$ cat config.mk
export PLATFORM = sky130hd
export DESIGN_NAME = axis_rr_arbiter
export DESIGN_NICKNAME = d
export VERILOG_FILES = /design/src/rtl/axis_rr_arbiter.sv
export SDC_FILE = /design/constraint.sdc
export NUM_CORES = 1
export LEC_CHECK = 0
export BUFFER_PORTS_ARGS = -buffer_cell sky130_fd_sc_hd__buf_4
export CAP_MARGIN = 20
export CELL_PAD_IN_SITES_DETAIL_PLACEMENT = 1
export CELL_PAD_IN_SITES_GLOBAL_PLACEMENT = 2
export CORE_MARGIN = 1
export CORE_UTILIZATION = 25
export CTS_CLUSTER_SIZE = 10
export DETAILED_ROUTE_END_ITERATION = 12
export PLACE_DENSITY_LB_ADDON = 0.1
export SYNTH_ARGS = -nofsm -noshare
export SYNTH_HDL_FRONTEND = slang
export SYNTH_SLANG_ARGS = --single-unit
$ cat constraint.sdc
create_clock -name clk -period 3 [get_ports clk]
set_input_delay 0.3 -clock clk [delete_from_list [all_inputs] [get_ports clk]]
set_output_delay 0.3 -clock clk [all_outputs]
set_load 0.01 [all_outputs]
$ cat src/rtl/axis_rr_arbiter.sv
// Round-robin AXI-Stream arbiter: N producers share one registered output stage.
// Each output beat is tagged with its source index, and completed packets are counted.
// Optional macro ARB_PKT_LOCK_EN: when defined, a grant is held until the end of a packet.
// When the macro is undefined, the grant is released after every accepted beat.
module axis_rr_arbiter #(
    parameter int unsigned N  = 4,
    parameter int unsigned DW = 32,
    parameter int unsigned IW = $clog2(N)
) (
    input  logic            clk,
    input  logic            rst_n,
    input  logic [N*DW-1:0] s_tdata,
    input  logic [N-1:0]    s_tvalid,
    input  logic [N-1:0]    s_tlast,
    output logic [N-1:0]    s_tready,
    output logic [DW-1:0]   m_tdata,
    output logic            m_tvalid,
    output logic            m_tlast,
    output logic [IW-1:0]   m_tid,
    input  logic            m_tready,
    output logic [N-1:0]    grant,
    output logic [15:0]     pkt_cnt
);

    localparam int unsigned CW = 16;

    typedef enum logic {ARB, XFER} state_e;

    state_e        state_q, state_d;
    logic [N-1:0]  grant_q, grant_d;
    logic [IW-1:0] last_q, last_d;
    logic [DW-1:0] m_tdata_q, m_tdata_d;
    logic          m_tvalid_q, m_tvalid_d;
    logic          m_tlast_q, m_tlast_d;
    logic [IW-1:0] m_tid_q, m_tid_d;
    logic [CW-1:0] pkt_cnt_q, pkt_cnt_d;

    logic          any_valid;
    logic [IW-1:0] sel_idx;
    logic [IW-1:0] cand_idx;
    logic          out_ready;
    logic          accept;
    logic          release_grant;
    logic [DW-1:0] g_data;
    logic          g_last;

    // Round-robin pick: first valid stream searching upward from last+1
    always_comb begin
        any_valid = 1'b0;
        sel_idx   = '0;
        cand_idx  = '0;
        for (int unsigned k = 0; k < N; k++) begin
            cand_idx = IW'((32'(last_q) + 32'd1 + k) % N);
            if (!any_valid && s_tvalid[cand_idx]) begin
                any_valid = 1'b1;
                sel_idx   = cand_idx;
            end
        end
    end

    // Granted-stream datapath; last_q holds the granted index while in XFER
    always_comb begin
        g_data = s_tdata[32'(last_q) * DW +: DW];
        g_last = s_tlast[last_q];
    end

    // Next-state and handshake logic for arbiter FSM and output register
    always_comb begin
        state_d    = state_q;
        grant_d    = grant_q;
        last_d     = last_q;
        m_tdata_d  = m_tdata_q;
        m_tvalid_d = m_tvalid_q;
        m_tlast_d  = m_tlast_q;
        m_tid_d    = m_tid_q;
        pkt_cnt_d  = pkt_cnt_q;

        // The output slot is free when empty or draining this cycle
        out_ready = ~m_tvalid_q | m_tready;
        s_tready  = grant_q & {N{out_ready}};
        accept    = |(s_tvalid & s_tready);

`ifdef ARB_PKT_LOCK_EN
        release_grant = accept & g_last;
`else
        release_grant = accept;
`endif

        case (state_q)
            ARB: begin
                if (any_valid) begin
                    grant_d = N'(1) << sel_idx;
                    last_d  = sel_idx;
                    state_d = XFER;
                end
            end
            XFER: begin
                if (release_grant) begin
                    grant_d = '0;
                    state_d = ARB;
                end
            end
            default: begin
                grant_d = '0;
                state_d = ARB;
            end
        endcase

        if (accept) begin
            m_tdata_d  = g_data;
            m_tlast_d  = g_last;
            m_tid_d    = last_q;
            m_tvalid_d = 1'b1;
        end else if (m_tready) begin
            m_tvalid_d = 1'b0;
        end

        if (m_tvalid_q && m_tready && m_tlast_q) begin
            pkt_cnt_d = pkt_cnt_q + CW'(1);
        end
    end

    // State and output registers, synchronous active-low reset
    always_ff @(posedge clk) begin
        if (!rst_n) begin
            state_q    <= ARB;
            grant_q    <= '0;
            last_q     <= IW'(N - 1);
            m_tdata_q  <= '0;
            m_tvalid_q <= 1'b0;
            m_tlast_q  <= 1'b0;
            m_tid_q    <= '0;
            pkt_cnt_q  <= '0;
        end else begin
            state_q    <= state_d;
            grant_q    <= grant_d;
            last_q     <= last_d;
            m_tdata_q  <= m_tdata_d;
            m_tvalid_q <= m_tvalid_d;
            m_tlast_q  <= m_tlast_d;
            m_tid_q    <= m_tid_d;
            pkt_cnt_q  <= pkt_cnt_d;
        end
    end

    assign grant    = grant_q;
    assign m_tdata  = m_tdata_q;
    assign m_tvalid = m_tvalid_q;
    assign m_tlast  = m_tlast_q;
    assign m_tid    = m_tid_q;
    assign pkt_cnt  = pkt_cnt_q;

endmodule

Yosys cells after proc, flatten, opt, wreduce, memory -nomap -nowiden
Cells that the tools add are included.
{"block": "classes", "addsub": 5, "mul": 0, "n_div": 0, "magnitude_cmp": 5, "eq_ne": 2, "shifts": 2, "n_mux": 26, "n_bitwise": 5, "n_reduce_logical": 12}
{"op": "128-bit by 8-bit variable part select with 32-bit output", "count": 1}
{"op": "16-bit by 1-bit adder with 16-bit output (second input constant)", "count": 1}
{"op": "2-bit by 3-bit less-than comparator with 1-bit output (second input constant)", "count": 5}
{"op": "1-bit two-way mux", "count": 13}
{"op": "1-bit binary-select mux with 2-bit select", "count": 5}
{"op": "4-bit bitwise AND", "count": 2}
{"op": "2-bit two-way mux", "count": 4}
{"op": "4-bit two-way mux", "count": 2}
{"op": "4-bit one-hot mux with 2 select lines", "count": 1}
{"op": "1-bit logical AND", "count": 5}
{"op": "2-bit by 1-bit adder with 2-bit output (second input constant)", "count": 2}
{"op": "2-bit adder (second input constant)", "count": 2}
{"op": "2-bit AND reduction", "count": 2}
{"op": "4-bit OR reduction", "count": 1}
{"op": "1-bit by 2-bit << shifter with 4-bit output (first input constant)", "count": 1}
{"op": "1-bit logical NOT", "count": 3}
{"op": "2-bit by 1-bit inequality test with 1-bit output (second input constant)", "count": 1}
{"op": "2-bit inequality test (second input constant)", "count": 1}
{"op": "1-bit NOT", "count": 2}
{"op": "1-bit one-hot mux with 2 select lines", "count": 1}
{"op": "2-bit nonzero test", "count": 1}
{"op": "1-bit bitwise OR", "count": 1}
{"block": "totals", "reg_bits": 59, "latchBits": 0, "mem_bits_rw": 0, "mem_bits_ro": 0, "input_bits": 139, "output_inout_bits": 60, "wordCells": 65, "mem_count": 0}

Longest topological paths before layout
{"block": "depth", "depth_word": 16, "ltp_mapped": 6, "mapped_depth_nobuf": 5}

Worst setup path before layout
No wires, ideal clock.
{"block": "synth_path", "path_kind": "register -> register", "startpoint": "reg pkt_cnt_q[0], in the netlist pkt_cnt[0]", "endpoint": "reg pkt_cnt_q[8], in the netlist pkt_cnt[8]", "setup_ns": 0.128, "arrival_ns": 1.402, "t_required_ns": 2.872, "slack_ns": 1.471, "stages_incl_launch_ff": 6, "n_path_buf": 0, "synth_period_minus_slack_ns": 1.529, "path_cell_list": "dfxtp_1 -> ha_1 -> inv_1 -> or4_1 -> xor2_1 -> nor2_1"}
{"block": "synth_via", "elab_chain_len": 1}
{"item": "start: declaration", "line": "36", "source": "logic [CW-1:0] pkt_cnt_q, pkt_cnt_d;"}
{"item": "start signal: assignment", "line": "142", "source": "pkt_cnt_q <= pkt_cnt_d;"}
{"item": "16-bit by 1-bit adder with 16-bit output", "line": "119", "source": "pkt_cnt_d = pkt_cnt_q + CW'(1);"}
No other way between the ends.
A chain may end at the register's enable or synchronous reset.

Worst setup path after layout
{"block": "layout_path", "startpoint": "reg last_q[0]", "endpoint": "reg grant_q[2], in the netlist grant[2]"}
{"block": "layout_via", "elab_chain_len": 16, "elab_cells_between_ends": 31, "cone_classes": "4 x add/sub; 1 x eq/ne; 1 x shift; 18 x mux; 7 x reduce/logical"}
{"item": "start: declaration", "line": "31", "source": "logic [IW-1:0] last_q, last_d;"}
{"item": "start signal: assignment", "line": "128", "source": "last_q <= IW'(N - 1);"}
{"item": "start signal: assignment", "line": "137", "source": "last_q <= last_d;"}
{"item": "2-bit by 1-bit adder with 2-bit output (*)", "line": "53", "source": "cand_idx = IW'((32'(last_q) + 32'd1 + k) % N);"}
{"item": "parallel branches: the longest is 15 deep, another holds 2-bit by 1-bit adder with 2-bit output"}
{"item": "end signal: assignment", "line": "136", "source": "grant_q <= grant_d;"}
{"item": "end: declaration", "line": "30", "source": "logic [N-1:0] grant_q, grant_d;"}
Every way passes the cells marked *. The select of a mux whose other input is x is not followed.

==> results.md <==
- Syn. warnings: 0
- Largest net degree at the start of global routing: 38
- GP Congestion: 0.683
- EDFF count, synth: 0
- Largest family of logic cells by synthesized area: multiplexers
- WP data arrival: 1.99 ns
- Synth Area in Compound Gates: 0.106
- Final worst path period share: 0.593
- Max_cap viols: 0
- Commonest cells after routing, fill and taps aside: buf_4, nand2_1, dfxtp_1
- Crit path kind: flip-flop to flip-flop
- Design Power: 0.00265 W
- Die area: 0.0131 mm^2
- Die span in x: 114 um
- Residual DRC count: 0
- Fmax: 563 MHz
- P&R area growth vs syn: 62.7%
- Power Dens Cells: 516 mW/mm^2
- IO Count: 199
- Vias/cell: 4.65
- Dpl cell area: 0.00483 mm^2
- Global route overflow: 0
- First-pass GRT wire length: 16,600 um
- Post-CTS Hold Fix Bufs: 0
- Multiplexer area fraction after synthesis: 0.254
- Crit start category: flip-flop
- Post-Syn Area: 0.00316 mm^2
- Synth area leaders: dfxtp_1, mux4_2, nand2_1
- Final Hold Fails: 0
- Core Area: 0.0122 mm^2
- Setup Viol. Count Final: 0
- Die H: 114 um
- Fin util: 0.423
- Register bit count reported by yosys: 59
- RSZ-0062 raised after global routing: false
- Outcome: complete, no violations
- Worst slew pin tran: 0.635 ns
- Final count of pins violating max slew: 0
- Synth cell types: 40
- Vias in the first global route: 3,283
- Layout cells sized above 1: 0.501
- Fin area: 0.00514 mm^2
- All-layer global routing usage: 0.165
- Minimum clock period: 1.78 ns
- Rel. slew slack: 0.576
- Post-synth ARST share: 0
- Max Buffers Root-to-Sink: 2
- Buffers on Ports: 198
- Skew final: 0.0108 ns
- N_diodes: 0
- Post-DRT Antenna Nets: 0
- Via count: 3,224
- Commonest non-fill, non-tap cell in the layout: buf_4
- CP Data Required Time: 3.21 ns
- Crit end category: flip-flop
- Synth area leader: dfxtp_1
- Top_reg_cell synth: dfxtp_1
- Clock sink count: 59
- Setup bufs post-CTS: 0
- WL final: 10,900 um
- Peak VDD IR: 0.257 mV
- Syn_area_per_cell: 9.73 um^2
- Adder-cell area share of the yosys netlist: 0.00396
- Root Driver: clkbuf_16
- Post-Synth XOR/XNOR Area: 0.0249
- Syn nets: 465
- CP max FO: 13
- DR iter-0 viols: 76
- DP HPWL: 8630 um
- Clock Pin Slew Worst Setup and Hold Paths: 0.05 ns
- Initial Utilization: 0.260
- H-tree Lvls: 3
- Register area share after synthesis: 0.373
- DR pass1 iterations: 4
- Post-Syn Instances: 325
- # rows: 40
- Routed length per instance: 15.7 um
- Layout Nets: 660
- Hold WC Path Type: primary input to flip-flop
- CTS resizes: 0
- Clock Latency Late Sink: 0.32 ns
- Antenna violations before repair: 0
- TritonCTS Buffers: 9
- CTS tree: built
- Yosys top cell area share: 0.373
- Final setup TNS: 0 ns
- Static leakage: 2.25 nW
- Simple-Gate Fraction of Synth Area: 0.199
==> metrics by stage <==
stage | setup slack (ns) | hold slack [ns] | instances
5_1_grt | 1.07 | 0.299 | 693
2_1_floorplan | 1.47 | 0.452 | 325
3_5_place_dp | 1.19 | 0.451 | 677
4_1_cts | 1.18 | 0.270 | 693
6_report | 1.22 | 0.277 | 693
3_3_place_gp | 1.21 | 0.443 | 677
==> power by group <==
part	internal [W]	switching, W
logic	0.000381	0.000283
clock network	0.000723	0.000361
registers	0.000847	0.0000563
total	0.00195	0.000701
==> cell families after synthesis <==
| group | Yosys count |
|---|---|
| buffers and inverters | 25 |
| muxes | 39 |
| and+or+nand+nor | 136 |
| AOI/OAI and AO/OA | 56 |
| DFF | 59 |
| adders and majority gates | 1 |
| xor gates and xnor gates | 9 |
==> per-layer routing <==
metal	up-vias	GRT usage	wire [um]
met2	114	0.281	5550
met5	-	0	0
met1	1538	0.197	4400
met3	4	0.0535	890
li1	1568	-	-
met4	0	0.0494	65
==> synth_stat cells (3+ instances only) <==
library cell,number
nand2_1,81
dfxtp_1,59
a21oi_1,40
mux4_2,33
nor2_1,13
buf_2,11
clkbuf_1,6
mux2i_1,6
nand2b_1,6
nand3_1,6
a22o_1,5
nor3_1,5
xnor2_1,5
and2_1,4
and3_1,4
buf_4,4
nor4_1,4
xor2_1,4
inv_1,3
==> final timing paths <==
check	start	end	slack [ns]	depth (start not counted)
worst max-delay path	last_q[0]$_SDFFE_PN1P_	grant[2]$_SDFFE_PN0P_	1.22	5
worst min-delay path	rst_n	last_q[1]$_SDFFE_PN1P_	0.28	2
worst max register to register	last_q[0]$_SDFFE_PN1P_	grant[2]$_SDFFE_PN0P_	1.22	5
worst min register to register	m_tid[0]$_SDFFE_PN0N_	m_tid[0]$_SDFFE_PN0N_	0.46	2
==> layout make-up <==
cell class / count / area [um^2]
fill: 1447 / 7020
inverter: 4 / 15.0
timing repair buffer: 205 / 1550
multi-input combinational: 241 / 1870
sequential: 59 / 1180
tap: 168 / 210
clock inverter: 7 / 92.6
clock buffer: 9 / 225
==> state kept, by name, summed over array words and instances, names as in the netlist <==
register / count
grant: 4
m_tdata: 32
m_tid: 2
state_q: 1
m_tlast: 1
m_tvalid: 1
pkt_cnt: 16
last_q: 2
==> critical path: stages (launching register included) <==
cell and delay (ns):
dfxtp_2 0.44, buf_4 0.26, nor2b_1 0.14, o31ai_1 0.44, nor3_1 0.15, a22o_1 0.23
Note: power is estimated with default switching activity, not from simulation.
